`src/rtl/mpuc_inv1307_pkg.sv`:
```
// Shared constants and stage tags for the 1/1.3066 inverse twiddle multiplier.
package mpuc_inv1307_pkg;

  localparam int unsigned K_NUM   = 50159;
  localparam int unsigned K_FRAC  = 16;
  localparam int unsigned K_ROUND = 1 << 15;

  typedef enum logic [1:0] {
    NONE = 2'd0,
    RE   = 2'd1,
    IM   = 2'd2
  } tag_e;

endpackage

```
`src/rtl/mpuc_k0765_lane.sv`:
```
// Single-lane x*50159/2^16 multiplier: CSD partial sums, then round-half-up and shift.
module mpuc_k0765_lane
  import mpuc_inv1307_pkg::*;
#(
  parameter int unsigned total_bits = 32
) (
  input  logic                         CLK,
  input  logic                         RST,
  input  logic                         ED,
  input  logic signed [total_bits-1:0] x,
  input  tag_e                         tag_in,
  output logic signed [total_bits-1:0] y,
  output tag_e                         tag_out
);

  localparam int unsigned IW = total_bits + 17;

  // Guard against the CSD terms drifting away from the shared constant.
  if ((1 << 16) - (1 << 14) + (1 << 10) - (1 << 4) - 1 != K_NUM) begin : g_k_check
    $error("CSD terms do not match K_NUM");
  end

  logic signed [IW-1:0] xe;
  logic signed [IW-1:0] a_q;
  logic signed [IW-1:0] b_q;
  logic signed [IW-1:0] s;
  tag_e                 tag1_q;

  assign xe = {{17{x[total_bits-1]}}, x};
  assign s  = a_q - b_q + $signed(IW'(K_ROUND));

  always_ff @(posedge CLK) begin
    if (RST) begin
      a_q     <= '0;
      b_q     <= '0;
      tag1_q  <= NONE;
      y       <= '0;
      tag_out <= NONE;
    end else if (ED) begin
      a_q     <= (xe <<< 16) - (xe <<< 14) + (xe <<< 10);
      b_q     <= (xe <<< 4) + xe;
      tag1_q  <= tag_in;
      y       <= total_bits'(s >>> K_FRAC);
      tag_out <= tag1_q;
    end
  end

endmodule

```
`src/rtl/mpuc_inv1307.sv`:
```
// Interleaved complex stream times 1/1.3066 with optional +j rotation; 3 enabled cycles latency.
module mpuc_inv1307
  import mpuc_inv1307_pkg::*;
#(
  parameter int unsigned total_bits = 32
) (
  input  logic                         CLK,
  input  logic                         RST,
  input  logic                         ED,
  input  logic                         DS,
  input  logic                         MPYJ,
  input  logic signed [total_bits-1:0] DR,
  input  logic signed [total_bits-1:0] DI,
  output logic signed [total_bits-1:0] DOR,
  output logic signed [total_bits-1:0] DOI,
  output logic                         DV
);

  logic                         ds_q;
  logic signed [total_bits-1:0] di_q;
  logic                         mpyj_q;
  logic                         mpyj_p1_q;
  logic                         mpyj_p2_q;
  logic signed [total_bits-1:0] re_q;
  tag_e                         tag2_prev_q;

  logic signed [total_bits-1:0] lane_x;
  tag_e                         lane_tag;
  logic signed [total_bits-1:0] lane_y;
  tag_e                         lane_tag_out;
  logic                         load;

  always_comb begin
    lane_x   = DR;
    lane_tag = NONE;
    if (DS) begin
      lane_x   = DR;
      lane_tag = RE;
    end else if (ds_q) begin
      lane_x   = di_q;
      lane_tag = IM;
    end
  end

  mpuc_k0765_lane #(
    .total_bits(total_bits)
  ) u_lane (
    .CLK    (CLK),
    .RST    (RST),
    .ED     (ED),
    .x      (lane_x),
    .tag_in (lane_tag),
    .y      (lane_y),
    .tag_out(lane_tag_out)
  );

  // An orphan RE (repeated DS) never precedes an IM, so its pair is never emitted.
  assign load = (lane_tag_out == IM) && (tag2_prev_q == RE);

  always_ff @(posedge CLK) begin
    if (RST) begin
      ds_q        <= 1'b0;
      di_q        <= '0;
      mpyj_q      <= 1'b0;
      mpyj_p1_q   <= 1'b0;
      mpyj_p2_q   <= 1'b0;
      re_q        <= '0;
      tag2_prev_q <= NONE;
      DOR         <= '0;
      DOI         <= '0;
      DV          <= 1'b0;
    end else if (ED) begin
      ds_q <= DS;
      if (DS) begin
        di_q   <= DI;
        mpyj_q <= MPYJ;
      end
      // MPYJ follows the pair down the pipe so a new DS cannot overwrite it early.
      mpyj_p1_q   <= mpyj_q;
      mpyj_p2_q   <= mpyj_p1_q;
      tag2_prev_q <= lane_tag_out;
      if (lane_tag_out == RE) begin
        re_q <= lane_y;
      end
      DV <= load;
      if (load) begin
        if (mpyj_p2_q) begin
          DOR <= -lane_y;
          DOI <= re_q;
        end else begin
          DOR <= re_q;
          DOI <= lane_y;
        end
      end
    end
  end

endmodule
```
`config.mk`:
```
export PLATFORM = sky130hd
export DESIGN_NAME = mpuc_inv1307
export DESIGN_NICKNAME = d
export VERILOG_FILES = /design/src/rtl/mpuc_inv1307_pkg.sv /design/src/rtl/mpuc_k0765_lane.sv /design/src/rtl/mpuc_inv1307.sv
export SDC_FILE = /design/constraint.sdc
export NUM_CORES = 1
export LEC_CHECK = 0
export ABC_AREA = 0
export CAP_MARGIN = 20
export CORE_UTILIZATION = 60
export CTS_CLUSTER_SIZE = 25
export DETAILED_ROUTE_END_ITERATION = 12
export HOLD_SLACK_MARGIN = 0.06
export PLACE_DENSITY = 0.85
export SYNTH_ARGS = -nofsm -noshare
export SYNTH_HDL_FRONTEND = slang
export SYNTH_SLANG_ARGS = --single-unit
export TNS_END_PERCENT = 5
```
`constraint.sdc`:
```
create_clock -name CLK -period 8.29 [get_ports CLK]
set_input_delay 1.2435 -clock CLK [delete_from_list [all_inputs] [get_ports CLK]]
set_output_delay 1.2435 -clock CLK [all_outputs]
set_load 0.02 [all_outputs]
```
* After elaboration in Yosys (flattened, before gate mapping)
Cells that the tools add are included.
Storage, ports and cells: flip-flop bits (word level) 256, input bits 69
Operators by class: equal/unequal tests 3, add/subtract/negate cells 6, reductions and logical operators 4, muxes and demuxes 6
Operators with widths (number):
- $mux 32 | 4
- $add 48x17->48 const B | 1
- $add 48x42->48 | 1
- $sub 48x37->48 | 1
- $sub 48x46->48 | 1
- $add 36x32->37 | 1
- $neg 32->32 | 1
- $reduce_and 2->1 | 3
- $eq 2x1->1 const B | 2
- $mux 2 | 2
- $eq 2x2->1 const B | 1
- $logic_and 1x1->1 | 1

* Logic depth before layout (Yosys ltp)
Gate-level depths: netlist of the first run.
word-level depth 4, gate-level depth with buffers 19, depth with buffers taken out 15

* Hierarchy
Synthesis of the first run repeated with hierarchy kept, for this count alone.
Unflattened totals: cell total of the unflattened synthesis 1988, area total of the unflattened synthesis 16449.5 um^2
By module, submodules not included:
- mpuc_k0765_lane | instances 1, area each 10154.7 um^2, cells an instance 1254
- mpuc_inv1307 | instances 1, area each 6294.8 um^2, cells an instance 734

* Least setup slack after synthesis of the first run
Ideal clock, no wire load.
path type in2reg, start input DS, end register u_lane.a_q[44], path buffers 4, data arrival time 5.537 ns, required time 8.174 ns, cell stages on the path 19, setup slack 2.637 ns, library setup time 0.116 ns, cell sequence nand2b_1 > buf_4 > buf_1 > buf_1 > mux2i_1 > inv_1 > fa_1 > inv_1 > ha_1 > clkbuf_1 > a21o_1 > a21o_1 > a21oi_1 > nand2_1 > o21ai_0 > a21oi_1 > a211oi_1 > mux2_2 > a31o_2
On the way: longest elaborated chain between the ends 3
RTL lines:
- start: declaration | line mpuc_inv1307.sv:10 | input logic DS,
- $mux 32 (*) | line mpuc_inv1307.sv:36 | if (DS) begin
- $sub 48x46->48 | line mpuc_k0765_lane.sv:40 | a_q <= (xe <<< 16) - (xe <<< 14) + (xe <<< 10);
- $add 48x42->48 (*) | line mpuc_k0765_lane.sv:40
- end signal: assignment | line mpuc_k0765_lane.sv:40
- end: declaration | line mpuc_k0765_lane.sv:24 | logic signed [IW-1:0] a_q;
Mark *: on every way between the ends. The rest lies on a longest branch, timed or not. A chain may end at the register's enable or synchronous reset.

* Worst setup path in the final report of the first run
start input DS, end register u_lane.a_q[45]
The elaborated chain is that of the path after synthesis.

==> results.py, run 1 <==
metrics = {
    "drt": {
        "vias": 14721,
        "routed_wl_um": 41500,
        "first_pass_iters": 6,
        "drc_errors": 0,
        "drt-wirelength-per-cell_um": 16.9,
        "ant_nets": 0,
        "drt_first_iter_violations": 1151,
        "avgViaCountPerCell": 5.99,
    },
    "critical_path": {
        "r2r_setup_slack_ns": 3.00,
        "setup.worst_path.end_class": "flop",
        "path_cells": "clkdlybuf4s50_1 -> nand2b_2 -> mux2i_1 -> inv_1 -> fa_1 -> inv_1 -> ha_1 -> a21o_1 -> a21o_1 -> a311oi_1 -> a211oi_1 -> o2111ai_1 -> a211oi_1 -> o31ai_1 -> mux2i_1 -> nor3_1",
        "crit_type": "primary input to flop",
        "start_kind": "primary input",
        "arrival_ns": 6.53,
        "slowest_delay_ns": 0.89,
        "cp.required_ns": 8.66,
        "cp_max_fo": 35,
        "cp_slowest_cell": "nand2b_2",
    },
    "finish": {
        "drive_gt1_share_pct": 4.82,
        "finish.utilization_pct": 70.1,
        "diodes": 0,
        "nets": 2341,
        "syn2layout_area_growth_pct": 14.0,
        "final.fill_count": 2115,
        "final_area_sq_um": 18900,
    },
    "floorplanning": {
        "start_util_pct": 61.4,
        "die_y_um": 168,
        "num_io_pins": 134,
        "rows": 60,
        "die_area_sq_um": 28300,
        "die_w_um": 168,
        "coreArea_sq_um": 27000,
    },
    "status": {
        "outcome": "finished, final reports clean",
    },
    "synthesis": {
        "synth_warnings": 0,
        "synth.avg_cell_area_sq_um": 8.16,
        "synth_cells": 2034,
        "syn_nets": 2278,
        "synth_ff_type": "dfxtp_1",
        "syn_area_sq_um": 16600,
        "ys_types": 90,
        "synth-seq-cells": 243,
        "synth-edff-count": 0,
        "async_flop_share_pct": 0,
        "ys_seq_area_share_pct": 29.3,
    },
    "timing": {
        "rsz0062_at_grt": "false",
        "period_minus_slack_ns": 6.15,
        "setup_violations": 0,
        "period_share_pct": 74.2,
        "setup_ws_ns": 2.14,
        "fin_tns_setup_ns": 0,
        "fin_skew_ns": 0.0131,
        "fmax_ghz": 0.163,
        "maxSlewViolCount": 0,
        "slew-limit-headroom_pct": 24.9,
        "tightest_slew_ns": 1.13,
        "hold_violations": 0,
    },
    "placement": {
        "post-dp-hpwl_um": 30500,
        "routabilityCongestion": 0.974,
        "place_area_sq_um": 18000,
        "pre_cts_slack_ns": 1.69,
        "portBuffers": 133,
    },
    "global_routing": {
        "grtUsageTotal_pct": 28.8,
        "grt_max_degree": 119,
        "grt.overflow.total": 0,
        "antenna_found_initial": 0,
        "grt_pass1_wl_um": 67700,
        "grt_pass1_vias": 13835,
    },
    "clocking": {
        "cts_tree": "yes",
        "post_cts_buffers": 0,
        "path_clk_slew_ns": 0.06,
        "clock-sinks": 243,
        "cts_resized": 0,
        "cts_buffers": 27,
        "clk_path_buf_depth": 3,
        "clk-insertion-delay-late_ns": 0.54,
        "cts-root-buf": "clkbuf_16",
        "htree_levels": 1,
        "hold_buffers": 0,
    },
    "hold_path": {
        "min_path_type": "flop to flop",
    },
    "run": {
        "maxCapViolations": 0,
    },
    "pwr": {
        "ir_drop_mv": 0.179,
        "leakage_nw": 7.81,
        "powerDensity_nw_per_um2": 256,
    },
}
placed cells by master, fill, tap and decap left out, drive strengths merged, types with 4 or more instances in the layout:
cell and instances:
ha 145, a21o 41, clkdlybuf4s50 131, a2111oi 4
nor3 29, xor2 43, or4 8, a311oi 6
nor3b 4, nand4 13, nor2b 11, inv 149
o21a 18, fa 30, nor4 11, a21oi 177
a211oi 90, clkbuf 37, mux2i 125, o21bai 17
buf 15, nand2 246, xnor2 66, nand2b 11
dfxtp 243, and3 11, nor2 193, and2 8
o31ai 15, a31o 4, or3 8, a31oi 7
clkinv 7, o211ai 4, o21ai 93, nand3 28
a41oi 5, nor4b 4
state kept, by name, summed over array words and instances, names as in the netlist:
name and flops:
u_lane.b_q 37, u_lane.a_q 36, DOI 32, DOR 32
di_q 32, re_q 32, u_lane.y 32, tag2_prev_q 2
u_lane.tag1_q 2, u_lane.tag_out 2, DV 1, mpyj_p1_q 1
mpyj_p2_q 1, mpyj_q 1
worst paths after layout:
kind | startpoint | end | cells past startpoint
setup / recovery | DS | u_lane.a_q[45] | 16
hold / removal | u_lane.b_q[29] | u_lane.b_q[29] | 2
setup reg to reg | u_lane.tag1_q[0] | u_lane.a_q[45] | 15
hold reg to reg | u_lane.b_q[29] | u_lane.b_q[29] | 2
layer usage:
| metal | vias to the layer above | wire length [um] | track usage (%) |
|---|---|---|---|
| met2 | 533 | 19100 | 48.5 |
| met3 | 80 | 2410 | 3.36 |
| met4 | 0 | 1010 | 8.89 |
| met5 | - | 0 | 0 |
| met1 | 6858 | 18900 | 38.6 |
| li1 | 7250 | - | - |
cell families after synthesis:
kind of cell	after synthesis	share of synthesized area (%)
xor gates and xnor gates	109	5.75
muxes	126	7.60
and+or+nand+nor	599	16.4
DFF	243	29.3
AOI/OAI and AO/OA	521	20.3
buffers and inverters	261	6.13
adders and majority gates	175	14.5
critical path, delay by kind of cell:
kind                     cells  cell delay (ns)
AND/OR/NAND/NOR              2             0.95
adder cells (fa/ha/maj)      2             0.87
multiplexers                 2             0.71
buffers and inverters        3             0.77
AO/OA/AOI/OAI                7             1.95
report_power, final:
part	switching [mW]	internal [mW]
logic	1.23	0.916
clock network	0.483	0.734
registers	0.187	1.31
synth_stat cells (12+ instances only):
library cell | instances | area share, %
a211oi_1 | 89 | 4.0
a21o_1 | 40 | 1.8
a21oi_1 | 176 | 5.3
buf_1 | 12 | 0.27
clkbuf_1 | 92 | 2.1
dfxtp_1 | 243 | 29
fa_1 | 30 | 3.6
ha_1 | 145 | 11
inv_1 | 148 | 3.3
mux2i_1 | 125 | 7.5
nand2_1 | 245 | 5.5
nand3_1 | 27 | 0.81
nand4_1 | 13 | 0.49
nor2_1 | 192 | 4.3
nor3_1 | 27 | 0.81
o21a_1 | 18 | 0.81
o21ai_0 | 92 | 2.8
o21bai_1 | 17 | 0.77
o31ai_1 | 13 | 0.59
xnor2_1 | 66 | 3.5
xor2_1 | 43 | 2.3
metrics by stage:
step / power [mW] / hold WS, ns / instances
2_1_floorplan: 3.15 / 0.425 / 2034
3_3_place_gp: 3.55 / 0.441 / 2407
3_5_place_dp: 3.61 / 0.443 / 2407
4_1_cts: 4.83 / 0.451 / 2455
5_1_grt: 5.16 / 0.472 / 2457
6_report: 4.86 / 0.450 / 2457
cell type report:
cell class	instances	area [sq um]	share of cell area, %
Sequential cell	243	4870	25.7
Timing Repair Buffer	146	1450	7.63
Clock inverter	11	136	0.720
Tap cell	341	427	2.25
Multi-Input combinational cell	1530	10700	56.7
Inverter	149	559	2.95
Clock buffer	37	763	4.03
No activity file was read; power rests on OpenSTA's default activity.
==> run 2, diff against run 1 <==
- CORE_UTILIZATION: 60 -> 54
- PLACE_DENSITY: 0.85 -> 0.81
- clock period: 8.29 -> 5.4 ns (I/O delays scaled with it)
==> run 2 against run 1 <==
Effect of this change:
- non-clock buffer count grew 36
- design area grew 2.1%
- critical path type unchanged
- register-to-register slack lost 2.0 ns
- critical endpoint unchanged
- sequential cell count is the same
- highest routed layer unchanged
==> results.py, run 2 (synthesized netlist as in run 1, its figures left out) <==
metrics = {
    "timing": {
        "slew-limit-headroom_pct": 28.2,
        "period_minus_slack_ns": 4.81,
        "setup_ws_ns": 0.593,
        "maxSlewViolCount": 0,
        "setup_violations": 0,
        "tightest_slew_ns": 1.08,
        "whs_ns": 0.454,
        "rsz0062_at_grt": "false",
        "fin_tns_setup_ns": 0,
        "hold_violations": 0,
        "fin_skew_ns": 0.0105,
        "fmax_ghz": 0.208,
        "period_share_pct": 89.0,
    },
    "global_routing": {
        "antenna_found_initial": 1,
        "grt_pass1_wl_um": 67900,
        "grt.overflow.total": 0,
        "grtUsageTotal_pct": 26.0,
        "grt_max_degree": 130,
        "grt_pass1_vias": 13770,
    },
    "clocking": {
        "clk_path_buf_depth": 3,
        "hold_buffers": 0,
        "clk-insertion-delay-late_ns": 0.56,
        "htree_levels": 1,
        "cts-root-buf": "clkbuf_16",
        "cts_buffers": 27,
        "cts_tree": "yes",
        "clock-sinks": 243,
        "cts_resized": 0,
        "post_cts_buffers": 0,
        "path_clk_slew_ns": 0.06,
    },
    "finish": {
        "syn2layout_area_growth_pct": 16.4,
        "final_area_sq_um": 19300,
        "nets": 2377,
        "layout_commonest_cell": "nand2_1",
        "fin_cells": 2543,
        "diodes": 0,
        "reg_top3": "u_lane.b_q: 37 flops, u_lane.a_q: 36 flops",
        "layout_common_cells": "nand2_1, dfxtp_1, nor2_1",
        "top_register": "u_lane.b_q",
        "largest_register_ff_count": 37,
        "drive_gt1_share_pct": 6.64,
    },
    "critical_path": {
        "setup.worst_path.end_class": "flop",
        "crit_type": "primary input to flop",
        "arrival_ns": 5.23,
        "start_kind": "primary input",
        "cp_max_fo": 20,
        "cp.required_ns": 5.82,
    },
    "floorplanning": {
        "die_area_sq_um": 31500,
        "die_w_um": 177,
        "rows": 63,
        "num_io_pins": 134,
        "die_y_um": 177,
        "coreArea_sq_um": 30000,
        "start_util_pct": 55.4,
    },
    "drt": {
        "routed_wl_um": 41400,
        "vias": 14443,
        "drt-wirelength-per-cell_um": 16.3,
        "avgViaCountPerCell": 5.68,
        "ant_nets": 0,
        "drc_errors": 0,
        "drt_first_iter_violations": 900,
        "first_pass_iters": 6,
    },
    "pwr": {
        "leakage_nw": 8.01,
        "ir_drop_mv": 0.263,
        "powerDensity_nw_per_um2": 389,
    },
    "placement": {
        "pre_cts_slack_ns": 0.0950,
        "post-dp-hpwl_um": 31000,
        "place_area_sq_um": 18400,
        "dp_cells": 2492,
        "routabilityCongestion": 0.932,
        "portBuffers": 133,
    },
    "hold_path": {
        "min_path_type": "flop to flop",
    },
    "status": {
        "outcome": "finished, final reports clean",
    },
    "run": {
        "maxCapViolations": 0,
    },
}
-- run 2: changes by cell type in the layout (fill, tap and decap cells not counted), sizes merged --
cell / change
inv: +2
clkbuf: -5
buf: +36
clkinv: +4
-- run 2: worst paths after layout --
path                            depth (start not counted)  slack, ns        endpoint              from
worst min-delay path                                    2       0.45        di_q[20]          di_q[20]
worst max register to register                         16       1.00  u_lane.a_q[45]  u_lane.tag1_q[0]
worst max-delay path                                   17       0.59  u_lane.a_q[45]                DS
worst min register to register                          2       0.45        di_q[20]          di_q[20]
-- run 2: where the power goes --
part	switching, mW	internal, mW	total [mW]	leakage (nW)
sequential	0.289	2.01	2.30	1.98
combinational	1.88	1.43	3.31	5.56
clock	0.783	1.12	1.91	0.465
-- run 2: per-layer routing --
layer	vias up	GRT usage, %	share of wire (%)
li1	7318	-	-
met1	6667	36.2	47
met2	404	43.1	45
met3	54	2.59	5.3
met4	0	6.52	2.3
met5	-	0	0
-- run 2: critical path, stage by stage --
cell and delay, ns:
clkdlybuf4s50_1 0.52, nand2b_2 0.17, buf_12 0.19, mux2i_1 0.29, inv_1 0.15, fa_1 0.50
inv_1 0.04, ha_1 0.37, a21o_1 0.21, a21o_1 0.21, a311oi_1 0.39, a211oi_1 0.20
o2111ai_1 0.42, a211oi_1 0.16, o31ai_1 0.30, mux2i_1 0.22, nor3_1 0.06
-- run 2: metrics by stage --
stage               utilization (%)  total power [mW]
global placement               61.3              5.50
finish                         64.5              7.52
CTS                            64.4              7.51
detailed placement             61.3              5.58
floorplan                         -              4.83
global route                   64.5              8.00
-- run 2: layout make-up --
cell class,instances,area (sq um)
Timing Repair Buffer,182,1750
Fill cell,2547,10600
Sequential cell,243,4870
Multi-Input combinational cell,1530,10700
Inverter,149,559
Tap cell,390,488
Clock buffer,32,734
Clock inverter,17,195
